**config.mk**
```make
export PLATFORM = sky130hd
export DESIGN_NAME = mult_27x19_arbiter
export DESIGN_NICKNAME = d
export VERILOG_FILES = /design/src/rtl/mult_27x19_arbiter.sv
export SDC_FILE = /design/constraint.sdc
export NUM_CORES = 1
export LEC_CHECK = 0
export ABC_AREA = 1
export CAP_MARGIN = 20
export CORE_AREA = 2 2 133 135
export DETAILED_ROUTE_END_ITERATION = 16
export DIE_AREA = 0 0 135 137
export HOLD_SLACK_MARGIN = 0.12
export PLACE_DENSITY_LB_ADDON = 0.08
export SLEW_MARGIN = 30
export SYNTH_ARGS = -nofsm -noshare
export SYNTH_HDL_FRONTEND = slang
export SYNTH_SLANG_ARGS = --single-unit
```
**constraint.sdc**
```tcl
create_clock -name clk -period 7.6 [get_ports clk]
set_input_delay 0.76 -clock clk [delete_from_list [all_inputs] [get_ports clk]]
set_output_delay 0.76 -clock clk [all_outputs]
set_load 0.05 [all_outputs]
```
**src/rtl/mult_27x19_arbiter.sv**
```systemverilog
// ---------------------------------------------------------------------------
// mult_27x19_arbiter
//
// Purpose: shares one external pipelined 27x19 signed multiplier among
// NUM_REQ requesters. Each cycle a round-robin arbiter accepts at most one
// operand pair and registers it onto m_ain/m_bin. A tag pipeline tracks which
// requester owns each in-flight product, and returns that product on
// rsp_pout with a one-hot rsp_valid strobe once the multiplier's latency has
// elapsed.
//
// Ports:
//   clk        - single clock, rising edge
//   rst        - synchronous active-high reset
//   req_valid  - [NUM_REQ] per-requester operand valid
//   req_ready  - [NUM_REQ] per-requester accept (at most one high)
//   req_ain    - [NUM_REQ*27] signed operand A, requester i at [27*i +: 27]
//   req_bin    - [NUM_REQ*19] signed operand B, requester i at [19*i +: 19]
//   m_ain      - [27] registered operand A to the shared multiplier
//   m_bin      - [19] registered operand B to the shared multiplier
//   m_pout     - [46] signed product returned by the shared multiplier
//   rsp_valid  - [NUM_REQ] one-hot result strobe to the owning requester
//   rsp_pout   - [46] product, qualified by rsp_valid, otherwise 0
//   inflight   - [3] accepted operations not yet returned
// ---------------------------------------------------------------------------
module mult_27x19_arbiter #(
  parameter int NUM_REQ      = 4,
  parameter int MULT_LATENCY = 3
) (
  input  logic                 clk,
  input  logic                 rst,
  input  logic [NUM_REQ-1:0]   req_valid,
  output logic [NUM_REQ-1:0]   req_ready,
  input  logic [NUM_REQ*27-1:0] req_ain,
  input  logic [NUM_REQ*19-1:0] req_bin,
  output logic [26:0]          m_ain,
  output logic [18:0]          m_bin,
  input  logic [45:0]          m_pout,
  output logic [NUM_REQ-1:0]   rsp_valid,
  output logic [45:0]          rsp_pout,
  output logic [2:0]           inflight
);

  localparam int IW    = (NUM_REQ > 1) ? $clog2(NUM_REQ) : 1;
  localparam int DEPTH = MULT_LATENCY + 1;

  logic [IW-1:0] r_ptr;
  logic [26:0]   r_ain;
  logic [18:0]   r_bin;
  logic [2:0]    r_inflight;
  logic          r_tagValid [DEPTH];
  logic [IW-1:0] r_tagIdx   [DEPTH];

  logic          w_grantValid;
  logic [IW-1:0] w_grantIdx;
  logic [IW-1:0] w_nextPtr;
  logic [26:0]   w_selA;
  logic [18:0]   w_selB;
  logic          w_xfer;
  logic          w_rspFire;

  // Round-robin search: walk the requesters starting at the pointer and stop
  // at the first one that is valid. Only req_valid and the pointer feed this,
  // so readiness never depends on operand data.
  always_comb begin
    int cand;
    w_grantValid = 1'b0;
    w_grantIdx   = '0;
    cand         = 0;
    for (int k = 0; k < NUM_REQ; k++) begin
      cand = (int'(r_ptr) + k) % NUM_REQ;
      if (!w_grantValid && req_valid[IW'(cand)]) begin
        w_grantValid = 1'b1;
        w_grantIdx   = IW'(cand);
      end
    end
  end

  // A grant always lands on a valid requester, so a grant outside reset is
  // a transfer. The pointer moves to the slot after the winner, wrapping.
  assign w_xfer    = w_grantValid && !rst;
  assign w_nextPtr = (w_grantIdx == IW'(NUM_REQ - 1)) ? '0 : w_grantIdx + 1'b1;

  // Decode the grant into the one-hot ready vector and pick out the winner's
  // operands for registering toward the multiplier.
  always_comb begin
    req_ready = '0;
    w_selA    = '0;
    w_selB    = '0;
    for (int i = 0; i < NUM_REQ; i++) begin
      if (w_xfer && (w_grantIdx == IW'(i))) begin
        req_ready[i] = 1'b1;
        w_selA       = req_ain[27*i +: 27];
        w_selB       = req_bin[19*i +: 19];
      end
    end
  end

  // The oldest tag stage lines up with the cycle the multiplier presents the
  // matching product on m_pout.
  assign w_rspFire = r_tagValid[MULT_LATENCY] && !rst;

  // Operand registers, pointer, tag pipeline and in-flight counter. Idle
  // cycles drive zeros to the multiplier so its pipeline carries no stale
  // operands. Reset clears every tag valid, which is what discards any
  // operation already in the multiplier.
  always_ff @(posedge clk) begin
    if (rst) begin
      r_ptr      <= '0;
      r_ain      <= '0;
      r_bin      <= '0;
      r_inflight <= '0;
      for (int s = 0; s < DEPTH; s++) begin
        r_tagValid[s] <= 1'b0;
        r_tagIdx[s]   <= '0;
      end
    end else begin
      if (w_xfer) begin
        r_ptr <= w_nextPtr;
        r_ain <= w_selA;
        r_bin <= w_selB;
      end else begin
        r_ain <= '0;
        r_bin <= '0;
      end
      r_tagValid[0] <= w_xfer;
      r_tagIdx[0]   <= w_grantIdx;
      for (int s = 1; s < DEPTH; s++) begin
        r_tagValid[s] <= r_tagValid[s-1];
        r_tagIdx[s]   <= r_tagIdx[s-1];
      end
      case ({w_xfer, w_rspFire})
        2'b10:   r_inflight <= r_inflight + 3'd1;
        2'b01:   r_inflight <= r_inflight - 3'd1;
        default: r_inflight <= r_inflight;
      endcase
    end
  end

  // Response strobe goes to the requester recorded in the oldest tag stage;
  // the product is passed through unchanged and forced to 0 otherwise.
  always_comb begin
    rsp_valid = '0;
    for (int i = 0; i < NUM_REQ; i++) begin
      if (w_rspFire && (r_tagIdx[MULT_LATENCY] == IW'(i))) begin
        rsp_valid[i] = 1'b1;
      end
    end
  end

  assign rsp_pout = w_rspFire ? m_pout : '0;

  // Outputs read as zero for every cycle rst is high, including the first
  // one, before the registers have actually been cleared.
  assign m_ain    = rst ? '0 : r_ain;
  assign m_bin    = rst ? '0 : r_bin;
  assign inflight = rst ? '0 : r_inflight;

endmodule

```
==> summary.md <==
| Metric | Value |
|---|---|
| Setup-failing EPs final | 0 |
| Initial Utilization | 0.310 |
| Post_cts resized | 0 |
| Synth top area share | 0.239 |
| Fmax | 202 MHz |
| Input/output buffers | 338 |
| Main combinational cell family by area after synthesis | simple AND/OR/NAND/NOR gates |
| Placed Instances | between 1000 and 1500 |
| FP Rows | 48 |
| First-pass GRT wire length | 32.7 mm |
| Mux contribution to synthesized area | 0 |
| Fin crit share | 0.651 |
| DRT iter0 DRCs | 242 |
| XOR/XNOR Fraction of Synth Area | 0 |
| Hold path depth | 2 |
| Max-cap viol count | 0 |
| Yosys cell types | 25 |
| GR Util All Layers | 0.225 |
| H-tree Lvls | 3 |
| Post-CTS Setup Bufs | 0 |
| Startpoint Class | input pin |
| Syn Nets | 1194 |
| Yosys Warn Count | 0 |
| Die W | around 140 um |
| Synth Cell Area | 5280 um^2 |
| Final Max Slew Viols | 0 |
| Final hold vios | 0 |
| Finished Core Util | 0.523 |
| Worst hold slack | 0.400 ns |
| Area grow syn2layout | 68.9% |
| Worst-Skew Late Latency | between 0.3 and 0.4 ns |
| Leak | ~4 nW |
| Top-level I/O count | 339 |
| Synth area leader | dfxtp_1 |
| DRT antenna net count | 0 |
| Outcome | completed |
| Total vias in the final route | 6883 |
| Worst rel slew slack | 0.374 |
| Largest net degree at the start of global routing | roughly 110 |
| Synth Area in Simple Gates | 0.420 |
| N_diodes | 0 |
| Hold_buf cts | 0 |
| Fin Setup TNS | 0 ns |
| Layout cells sized above 1 | 0.0333 |
| Crit Path Class | in -> out |
| Cells after synthesis | between 900 and 1000 |
| Least-Margin Pin Slew | around 0.94 ns |
| Remaining Overflow, GRT | 0 |
| CTS tree | done |
| Synth async-reset ratio | 0 |
| Clock skew | approximately 0.0053 ns |
| WP data arrival | between 4 and 5 ns |
| First-pass detailed-route iteration total | 5 |
| Setup WS post-layout | approximately 2.7 ns |
| CP Data Required Time | 6.84 ns |
| Worst-path maximum fanout | 82 |
| Sequential element share of the synthesized area | 0.239 |
| Post-route minimum period | 4.95 ns |
| CTS Root Cell | clkbuf_16 |
| RSZ-0062 raised after global routing | false |
| PD cells | 271 nW/um^2 |
| FF+latch count, synth | 63 |
| Adder-Cell Fraction of Synth Area | 0.0156 |
| Post-synth EDFFs | 0 |
| Vias in the first global route | 6064 |
| DRC errors left | 0 |
| Worst R2R Start | r_ptr[0] |
| Clock sink count | 63 |
| Hold endpoint | r_tagIdx[1][1] |
| Most common cell in the netlist | inv_1 |
| CP endpoint kind | primary output |
| Avg WL per Cell | 14.9 um |
| Clock-pin slew on the worst setup and hold paths | 0.05 ns |
| Core area | 17100 um^2 |
| R2R setup slack | 4.21 ns |
| Synth area leaders | dfxtp_1 24%, nand4_1 17%, inv_1 15% |
| Antenna violations before repair | 0 |
| DP Worst Slack | between 2 and 3 ns |
| Syn Area/Cell | about 5.5 um^2 |
| Post-route insts no fill | 1455 |
| Critical path origin | req_valid[3] |
| FF-to-FF End | r_bin[13] |
| Peak supply drop | 0.300 mV |
| HP Start | r_tagIdx[0][1] |
| HPWL Detailed | 15.1 mm |
| Nets | 1470 |
| Die Footprint | around 18000 um^2 |
| DR vias/cell | around 4.7 |
| Top post-synthesis cells by count | 212 x inv_1, 164 x nand2_1, 158 x nor2_1, 140 x nand4_1, 63 x dfxtp_1 |
| Hold Path Class | reg -> reg |
| Compound-gate portion of the synthesized area | 0.100 |
| Clock buffer count from CTS | 9 |
| GPL Wtd Cong | 0.813 |
| CTS max path bufs | 2 |
| FF-to-FF path depth | 12 |
| Routed wire length | about 22 mm |
| Synth Flop Type | dfxtp_1 |
| Die Height | 137 um |
[worst max path at each step]
stage,depth (start not counted),endpoint
2_1_floorplan,14,req_ready[0]
3_3_place_gp,10,req_ready[3]
3_5_place_dp,13,req_ready[2]
4_1_cts,13,req_ready[2]
5_1_grt,13,req_ready[2]
6_report,13,req_ready[2]
[per-stage QoR]
stage / power [W] / area, um^2
final: 0.00241 / 8920
after global routing: 0.00263 / 8920
after CTS: 0.00244 / 8920
after detailed placement: 0.00206 / 8660
after global placement: 0.00205 / 8660
after floorplan: 0.00161 / 5280
[cells in the final DEF (no fill, tap or decap)]
master,count
inv_4,2
nor3_1,4
clkbuf_8,1
and2_4,1
buf_4,8
ha_4,1
clkbuf_1,1
buf_6,1
inv_2,2
nand2_1,163
o21ai_0,50
dfxtp_1,63
buf_2,1
nor2_4,1
nand4_1,140
clkdlybuf4s50_1,337
clkbuf_16,9
nand3_4,2
nand3_1,4
nand2_4,1
o21a_1,1
a21oi_1,51
fa_1,1
nor2_1,158
o211ai_1,2
ha_2,2
nand2_2,7
ha_1,2
inv_1,212
clkinv_2,2
[cell families (layout without fill, tap and decap cells)]
kind of cell | count (synthesis) | count (layout)
fa+ha+maj | 6 | 6
simple gates | 481 | 481
compound gates | 104 | 104
buf+inv | 298 | 576
flops | 63 | 63
[report_power, final]
group          leakage, nW  switching [W]  internal [W]
Combinational         3.43        0.00109      0.000532
Clock                0.127       0.000149      0.000223
Sequential           0.515      0.0000222      0.000398
Total                 4.07        0.00126       0.00115
[per-layer routing]
layer | vias up | GRT usage | part of all wire
met1 | 3071 | 0.271 | 0.40
met2 | 273 | 0.397 | 0.50
met3 | 22 | 0.0526 | 0.088
met5 | - | 0 | 0
met4 | 0 | 0.0677 | 0.015
li1 | 3517 | - | -
[final cells by class]
class                      instances  area [um^2]
fill                            1821         8140
timing repair buffer             347         3450
multi-input combinational        591         2860
sequential                        63         1260
inverter                         216          816
tap                              225          282
clock buffer                      11          243
clock inverter                     2         10.0
[worst max-delay path, cell delays in order]
cell             delay (ns)
clkdlybuf4s50_1        0.48
inv_1                  0.04
nand2_1                0.09
nand3_1                0.13
nand2_2                0.14
nor2_4                 0.06
nand3_4                0.06
buf_4                  0.64
nand2_4                0.13
inv_2                  0.65
nand2_2                0.09
inv_1                  0.09
clkdlybuf4s50_1        0.79
[registers in the layout, summed over array words and instances (netlist names)]
register / flops
r_ptr: 2
r_inflight: 3
r_ain: 27
r_tagIdx: 8
r_bin: 19
r_tagValid: 4
Power figures use the tool's default switching activity.
